## config.mk

```make
export PLATFORM = sky130hd
export DESIGN_NAME = abm_error_monitor
export DESIGN_NICKNAME = d
export VERILOG_FILES = /design/src/rtl/abm_pkg.sv /design/src/rtl/abm_ed_pipe.sv /design/src/rtl/abm_error_monitor.sv
export SDC_FILE = /design/constraint.sdc
export NUM_CORES = 1
export LEC_CHECK = 0
export ABC_AREA = 1
export CORE_UTILIZATION = 44
export DETAILED_ROUTE_END_ITERATION = 16
export PLACE_DENSITY = 0.7
export SYNTH_ARGS = -nofsm -noshare
export SYNTH_HDL_FRONTEND = slang
export SYNTH_SLANG_ARGS = --single-unit
```

## constraint.sdc

```tcl
create_clock -name clk -period 7.5 [get_ports clk]
set_input_delay 2.25 -clock clk [delete_from_list [all_inputs] [get_ports clk]]
set_output_delay 2.25 -clock clk [all_outputs]
set_load 0.005 [all_outputs]
```

## src/rtl/abm_pkg.sv

```systemverilog
// rtl/abm_pkg.sv - shared widths and FSM state type for the approximate-multiplier error monitor
package abm_pkg;

    localparam int ABM_WIDTH  = 16;
    localparam int ABM_PROD_W = 2 * ABM_WIDTH;
    localparam int ABM_ED_W   = ABM_PROD_W;

    typedef enum logic [1:0] {
        IDLE  = 2'd0,
        RUN   = 2'd1,
        DRAIN = 2'd2,
        DONE  = 2'd3
    } abm_state_e;

endpackage

```

## src/rtl/abm_ed_pipe.sv

```systemverilog
// rtl/abm_ed_pipe.sv - exact-product recompute and |approx - exact| pipeline with per-stage valids
module abm_ed_pipe #(
    parameter int WIDTH = abm_pkg::ABM_WIDTH
) (
    input  logic                 clk,
    input  logic                 rst_n,
    input  logic                 in_valid_i,
    input  logic [WIDTH-1:0]     a_i,
    input  logic [WIDTH-1:0]     b_i,
    input  logic [2*WIDTH-1:0]   approx_i,
    output logic                 pending_o,
    output logic                 ed_valid_o,
    output logic [2*WIDTH-1:0]   ed_o,
    output logic [WIDTH-1:0]     ed_a_o,
    output logic [WIDTH-1:0]     ed_b_o
);
    localparam int PW = 2 * WIDTH;

    logic              s0_v_q, s1_v_q, s2_v_q;
    logic [WIDTH-1:0]  s0_a_q, s0_b_q, s1_a_q, s1_b_q, s2_a_q, s2_b_q;
    logic [PW-1:0]     s0_p_q, s1_p_q, s1_exact_q, s2_ed_q;

    logic [PW-1:0]     exact_d;
    logic signed [PW:0] diff_d;
    logic [PW-1:0]     ed_d;

    always_comb begin
        exact_d = PW'(s0_a_q) * PW'(s0_b_q);
        diff_d  = $signed({1'b0, s1_p_q}) - $signed({1'b0, s1_exact_q});
        // Magnitude of a (PW+1)-bit difference of two PW-bit values always fits PW bits
        ed_d    = diff_d[PW] ? PW'(-diff_d) : diff_d[PW-1:0];
    end

    always_ff @(posedge clk or negedge rst_n) begin
        if (!rst_n) begin
            s0_v_q     <= 1'b0;
            s0_a_q     <= '0;
            s0_b_q     <= '0;
            s0_p_q     <= '0;
            s1_v_q     <= 1'b0;
            s1_a_q     <= '0;
            s1_b_q     <= '0;
            s1_p_q     <= '0;
            s1_exact_q <= '0;
            s2_v_q     <= 1'b0;
            s2_a_q     <= '0;
            s2_b_q     <= '0;
            s2_ed_q    <= '0;
        end else begin
            s0_v_q <= in_valid_i;
            if (in_valid_i) begin
                s0_a_q <= a_i;
                s0_b_q <= b_i;
                s0_p_q <= approx_i;
            end
            s1_v_q     <= s0_v_q;
            s1_a_q     <= s0_a_q;
            s1_b_q     <= s0_b_q;
            s1_p_q     <= s0_p_q;
            s1_exact_q <= exact_d;
            s2_v_q     <= s1_v_q;
            s2_a_q     <= s1_a_q;
            s2_b_q     <= s1_b_q;
            s2_ed_q    <= ed_d;
        end
    end

    // The last stage retires into the statistics on the next edge, so only earlier stages count as pending
    assign pending_o  = s0_v_q | s1_v_q;
    assign ed_valid_o = s2_v_q;
    assign ed_o       = s2_ed_q;
    assign ed_a_o     = s2_a_q;
    assign ed_b_o     = s2_b_q;

endmodule

```

## src/rtl/abm_error_monitor.sv

```systemverilog
// rtl/abm_error_monitor.sv - windowed error-distance statistics collector for the approximate multiplier
module abm_error_monitor #(
    parameter int WIDTH        = abm_pkg::ABM_WIDTH,
    parameter int SAMPLES_LOG2 = 10,
    parameter int ACC_W        = 48
) (
    input  logic                    clk,
    input  logic                    rst_n,
    input  logic                    start,
    input  logic                    in_valid,
    output logic                    in_ready,
    input  logic [WIDTH-1:0]        multiplier,
    input  logic [WIDTH-1:0]        multiplicand,
    input  logic [2*WIDTH-1:0]      product,
    output logic                    busy,
    output logic                    done,
    output logic [SAMPLES_LOG2:0]   err_count,
    output logic [ACC_W-1:0]        sum_ed,
    output logic [2*WIDTH-1:0]      mean_ed,
    output logic [2*WIDTH-1:0]      max_ed,
    output logic [WIDTH-1:0]        worst_a,
    output logic [WIDTH-1:0]        worst_b
);
    import abm_pkg::*;

    localparam int PW = 2 * WIDTH;
    localparam int CW = SAMPLES_LOG2 + 1;
    localparam logic [CW-1:0] LAST_IDX = CW'((1 << SAMPLES_LOG2) - 1);

    abm_state_e        state_q, state_d;
    logic [CW-1:0]     cnt_q, cnt_d;
    logic [CW-1:0]     err_q, err_d;
    logic [ACC_W-1:0]  sum_q, sum_d;
    logic [PW-1:0]     max_q, max_d;
    logic [WIDTH-1:0]  wa_q, wa_d, wb_q, wb_d;

    logic              accept;
    logic              pending;
    logic              ed_valid;
    logic [PW-1:0]     ed;
    logic [WIDTH-1:0]  ed_a, ed_b;

    assign in_ready = (state_q == RUN);
    assign accept   = in_valid && in_ready;

    abm_ed_pipe #(.WIDTH(WIDTH)) u_pipe (
        .clk        (clk),
        .rst_n      (rst_n),
        .in_valid_i (accept),
        .a_i        (multiplier),
        .b_i        (multiplicand),
        .approx_i   (product),
        .pending_o  (pending),
        .ed_valid_o (ed_valid),
        .ed_o       (ed),
        .ed_a_o     (ed_a),
        .ed_b_o     (ed_b)
    );

    always_comb begin
        state_d = state_q;
        cnt_d   = cnt_q;
        err_d   = err_q;
        sum_d   = sum_q;
        max_d   = max_q;
        wa_d    = wa_q;
        wb_d    = wb_q;

        // The pipeline is empty in IDLE, so clearing on start never collides with a retiring sample
        if (ed_valid) begin
            sum_d = sum_q + ACC_W'(ed);
            err_d = err_q + CW'(ed != '0);
            if (ed > max_q) begin
                max_d = ed;
                wa_d  = ed_a;
                wb_d  = ed_b;
            end
        end

        case (state_q)
            IDLE: begin
                if (start) begin
                    state_d = RUN;
                    cnt_d   = '0;
                    err_d   = '0;
                    sum_d   = '0;
                    max_d   = '0;
                    wa_d    = '0;
                    wb_d    = '0;
                end
            end
            RUN: begin
                if (accept) begin
                    cnt_d = cnt_q + 1'b1;
                    if (cnt_q == LAST_IDX) begin
                        state_d = DRAIN;
                    end
                end
            end
            DRAIN: begin
                if (!pending) begin
                    state_d = DONE;
                end
            end
            DONE:    state_d = IDLE;
            default: state_d = IDLE;
        endcase
    end

    always_ff @(posedge clk or negedge rst_n) begin
        if (!rst_n) begin
            state_q <= IDLE;
            cnt_q   <= '0;
            err_q   <= '0;
            sum_q   <= '0;
            max_q   <= '0;
            wa_q    <= '0;
            wb_q    <= '0;
        end else begin
            state_q <= state_d;
            cnt_q   <= cnt_d;
            err_q   <= err_d;
            sum_q   <= sum_d;
            max_q   <= max_d;
            wa_q    <= wa_d;
            wb_q    <= wb_d;
        end
    end

    assign busy      = (state_q == RUN) || (state_q == DRAIN);
    assign done      = (state_q == DONE);
    assign err_count = err_q;
    assign sum_ed    = sum_q;
    assign mean_ed   = PW'(sum_q >> SAMPLES_LOG2);
    assign max_ed    = max_q;
    assign worst_a   = wa_q;
    assign worst_b   = wb_q;

endmodule

```

Word-level counts from Yosys, hierarchy flattened. Index checks and enable logic that the tools add are counted.

Input bits: 68. Memories kept: 0. Flip-flop bits (word level): 363. Logic and storage cells: 70. Bits in read-only memories: 0. Bits in latches: 0. Memory bits (writable): 0.

Divide/modulo/power cells: 0. Multipliers: 1. Bitwise logic cells: 1. Add/sub/neg operators: 5. Shifts and indexed selects: 0. Reductions and logical operators: 7. Equal/unequal tests: 8. Muxes and demuxes: 27. $lt $le $gt $ge: 1.

Operator list (number): 2-to-1 mux 32 bit (5); 2-to-1 mux 48 bit (3); 2-to-1 mux 16 bit (8); 2-to-1 mux 11 bit (5); adder 48 x 32 -> 48 bit (1); subtractor 32 x 32 -> 33 bit (1); > comparator 32 bit (1); multiplier 16 x 16 -> 32 bit (1); negator 32 bit (1); nonzero test 32 bit (1); case mux 11 bit (2 select lines) (1); adder 11 x 1 -> 11 bit (1); adder 11 x 1 -> 11 bit (second input constant) (1); == test 11 x 10 -> 1 bit (second input constant) (1); 2-to-1 mux 2 bit (4); case mux 2 bit (4 select lines) (1); == test 2 bit (second input constant) (2); != test 2 x 1 -> 1 bit (second input constant) (2); != test 2 bit (second input constant) (2); AND reduction 4 bit (1); AND reduction 3 bit (1); == test 2 x 1 -> 1 bit (second input constant) (1); logical NOT 2 bit (1); nonzero test 2 bit (1); 3 further kinds (3).

Logic depth before layout (Yosys ltp).
Depth in word-level cells: 5. Depth in mapped cells: 27.

Hierarchy. A second synthesis with hierarchy kept.

Cell total of the unflattened synthesis: 3814. Area, all modules: 29333.1 um^2.

Modules (own cells, without submodules): abm_ed_pipe (instances 1, sequential area each 5680.4 um^2, cells an instance 2226, area each 18920.6 um^2); abm_error_monitor (instances 1, sequential area each 3403.3 um^2, cells an instance 1588, area each 10412.5 um^2).

Worst setup path after synthesis. OpenSTA, ideal clock, no wires.

Kind: register -> register. From: register u_pipe.s0_b_q[7]. To: register u_pipe.s1_exact_q[29]. Arrival time: 5475 ps. Path buffers: 2. Stages on the path, launching flop included: 23. Required time: 7421 ps. Setup slack: 1945 ps. Cell sequence: dfrtp_1 -> clkbuf_1 -> clkbuf_1 -> nand2_1 -> fa_1 -> inv_1 -> fa_1 -> inv_1 -> fa_1 -> inv_1 -> fa_1 -> fa_1 -> inv_1 -> fa_1 -> inv_1 -> ha_1 -> nand2_1 -> nor4_1 -> nand4_1 -> nand3_1 -> a21oi_1 -> o21ai_0 -> xor2_1.

Longest elaborated chain between the ends: 1.

RTL lines: from (decl) (line abm_ed_pipe.sv:20) `logic [WIDTH-1:0] s0_a_q, s0_b_q, s1_a_q, s1_b_q, s2_a_q, s2_b_q;`; from (signal assigned) (line abm_ed_pipe.sv:53) `s0_b_q <= b_i;`; multiplier 16 x 16 -> 32 bit (line abm_ed_pipe.sv:28) `exact_d = PW'(s0_a_q) * PW'(s0_b_q);`; net u_pipe.exact_d[29] (line abm_ed_pipe.sv:23) `logic [PW-1:0] exact_d;`; to (signal assigned) (line abm_ed_pipe.sv:60) `s1_exact_q <= exact_d;`; to (decl) (line abm_ed_pipe.sv:21) `logic [PW-1:0] s0_p_q, s1_p_q, s1_exact_q, s2_ed_q;`.

The timed path passes the listed nets, and every way through them passes these cells. A chain may end at the register's enable or synchronous reset.

Final worst setup path.
From: register u_pipe.s0_a_q[9]. To: register u_pipe.s1_exact_q[29].

Longest elaborated chain between the ends: 1.

RTL lines: from (decl) (line abm_ed_pipe.sv:20); from (signal assigned) (line abm_ed_pipe.sv:52) `s0_a_q <= a_i;`; multiplier 16 x 16 -> 32 bit (line abm_ed_pipe.sv:28); net u_pipe.exact_d[29] (line abm_ed_pipe.sv:23).

The timed path passes the listed nets, and every way through them passes these cells.

==> impl_metrics.ini <==
[yosys]
yosysSeqAreaShare_pct = 32.0
synth_ff_type = dfrtp_1
syn-instance-count = 3693
syn_area_sq_mm = 0.0284
synth_seq_cells = 363
synth_edf_count = 0
synth.net_count = 4166
yosysUniqueCellTypes = 53
syn_area_per_cell_sq_um = 7.69
ys_async_sr_fraction_pct = 100
ys_warn_count = 0

[sta]
slew_headroom_pct = 36.4
setup_violations = 0
rsz0062_at_grt = no
tightest_slew_ns = 0.953
final-hold-violation-count = 0
hold_ws_ns = 0.343
finalSetupTns_ns = 0
finalWorstSetupSlack_ns = 1.18
report.final.slew_viol_count = 0
max_freq_ghz = 0.158
fin_skew_ns = 0.0400
layout_min_cycle_time_ns = 6.32
finalCritPeriodShare_pct = 84.3

[floorplan]
fp-row-count = 92
core_region_area_sq_mm = 0.0634
die_x_um = 256
io_pins = 226
start_util_pct = 44.8
die_area_sq_mm = 0.0656
die_y_um = 256

[route]
vias = 23300
drt_wl_total_um = 73100
drc_errors = 0
first_pass_iters = 7
wire_per_inst_um = 15.6
routed_via_density = 4.96
route.antenna.remaining_nets = 0
initialDrtViolationCount = 1683

[worst_setup_path]
reg2reg_depth = 18
cpPeakStageDelay_ns = 0.91
cp-end-kind = flip-flop
r2r-end = u_pipe.s1_exact_q[29]
cp_max_fo = 18
reg2reg_slack_ns = 1.18
arrival_ns = 6.83
worstPathRequired_ns = 8.01
rr_startpoint = u_pipe.s0_a_q[9]
crit_chain = nand2_1, fa_1, inv_1, fa_1, fa_1, fa_1, fa_1, inv_1, fa_1, inv_1, ha_1, nand2_1, nor4_1, nand4_1, nand3_1, a21oi_1, o21ai_0, xor2_1
critPathLaunchType = flip-flop
critPathKind = reg2reg
critPathSlowestCell = dfrtp_1
path_common_cell = fa_1

[global_routing]
grt.busiest_layer = met2
grt_use_met3_pct = 3.47
overflow = 0
use_met1_pct = 30.8
use_met2_pct = 38.1
grt_pass1_vias = 23200
grt_pass1_wl_um = 122000
grtUsageTotal_pct = 23.1
antenna_found_initial = 0
grt_max_degree = 147

[placement]
place_ws_ns = 1.30
gp_congestion = 0.903
dpl_cell_area_sq_mm = 0.0311
dp_hpwl_um = 56600
port_buffers = 225

[clocking]
root_buffer = clkbuf_16
clk_pin_slew_ns = 0.07
cts_sinks = 363
cts_buffers = 41
htreeDepth = 2
postCtsSetupBuffers = 0
clock_latency_ns = 0.59
post_cts_resized = 0
cts_tree = done
cts-hold-fix-buffers = 0
clockBufferDepth = 3

[min_path]
hold_path.startpoint = u_pipe.s0_p_q[1]
hold_depth = 0
min_to = u_pipe.s1_p_q[1]
hp-class = reg2reg

[final_layout]
n_antenna_cell = 0
finalInstanceArea_sq_mm = 0.0326
fillers = 6018
drive_gt1_share_pct = 3.44
layout.nets = 4283
area_growth_pct = 14.6

[outcome]
status = finished, final reports clean

[job]
maxCapViolCount = 0
[logic make-up after synthesis]
group                      Yosys count  share of synthesized area [%]
AOI/OAI and AO/OA                  396                           7.58
xor gates and xnor gates            62                           1.96
adders and majority gates          405                           23.0
buffers and inverters              884                           12.2
DFF                                363                           32.0
and+or+nand+nor                   1583                           23.3
[metrics by stage]
| stage | utilization (%) | cells |
|---|---|---|
| 2_1_floorplan | - | 3693 |
| 4_1_cts | 51.3 | 4687 |
| 6_report | 51.3 | 4687 |
| 3_3_place_gp | 49.0 | 4613 |
| 3_5_place_dp | 49.0 | 4613 |
| 5_1_grt | 51.3 | 4687 |
[sequential cells by signal (all words and copies together), names as in the netlist, 32 cells and up]
register	flops
u_pipe.ed_o	32
sum_ed	48
max_ed	32
u_pipe.s1_p_q	32
u_pipe.s0_p_q	32
u_pipe.s1_exact_q	32
[synthesized netlist by cell type, drive strengths merged, types with 9 or more instances]
master / number / area (sq um)
o211ai: 19 / 143
a31oi: 18 / 113
nand4: 37 / 238
buf: 50 / 325
nor4: 9 / 56.3
nand2: 1028 / 3910
nor3: 36 / 180
fa: 196 / 3920
ha: 209 / 2620
nand3b: 62 / 465
nand3: 110 / 561
a21oi: 212 / 1060
o21ai: 112 / 564
xnor2: 16 / 148
dfrtp: 363 / 9080
clkbuf: 113 / 424
inv: 720 / 2700
o21bai: 11 / 82.6
xor2: 46 / 410
nor2: 285 / 1100
[layout make-up]
cell class	instances	area [sq um]	share of cell area, %
clock buffer	54	1170	3.58
clock inverter	20	295	0.907
inverter	721	2710	8.31
multi-input combinational	2446	15900	48.8
sequential	363	9080	27.9
tap	846	1060	3.25
timing repair buffer	237	2360	7.25
[critical path, delay by kind of cell, from the launching register on]
kind | cells | cell delay [ns]
AO/OA/AOI/OAI | 2 | 0.33
XOR/XNOR | 1 | 0.16
flip-flops | 1 | 0.91
AND/OR/NAND/NOR | 5 | 1.29
buffers and inverters | 3 | 0.14
adder cells (fa/ha/maj) | 7 | 3.39
[how the worst max path moves through the flow]
stage / from / endpoint / cells past startpoint
CTS: u_pipe.s0_a_q[9] / u_pipe.s1_exact_q[29] / 18
global route: u_pipe.s0_a_q[11] / u_pipe.s1_exact_q[29] / 18
finish: u_pipe.s0_a_q[9] / u_pipe.s1_exact_q[29] / 18
detailed placement: u_pipe.s0_a_q[9] / u_pipe.s1_exact_q[29] / 18
floorplan: u_pipe.s0_b_q[7] / u_pipe.s1_exact_q[29] / 22
global placement: u_pipe.s0_a_q[7] / u_pipe.s1_exact_q[29] / 20
[cells in the final DEF (no fill, tap or decap), drive strengths merged, types with 54 or more instances in the layout]
cell              n
nand2          1028
inv             724
dfrtp           363
nor2            285
clkdlybuf4s50   224
a21oi           212
ha              209
fa              196
o21ai           112
nand3           110
nand3b           62
clkbuf           54
[metal layers]
metal  vias up  part of all wire, %
met5         -                    0
met4         0                  3.3
met3       137                  4.9
met2       587                   47
met1     11000                   45
li1      11500                    -
Power is not shown: default switching activity piles up to over one toggle a cycle in this logic, so the estimate is an artifact.
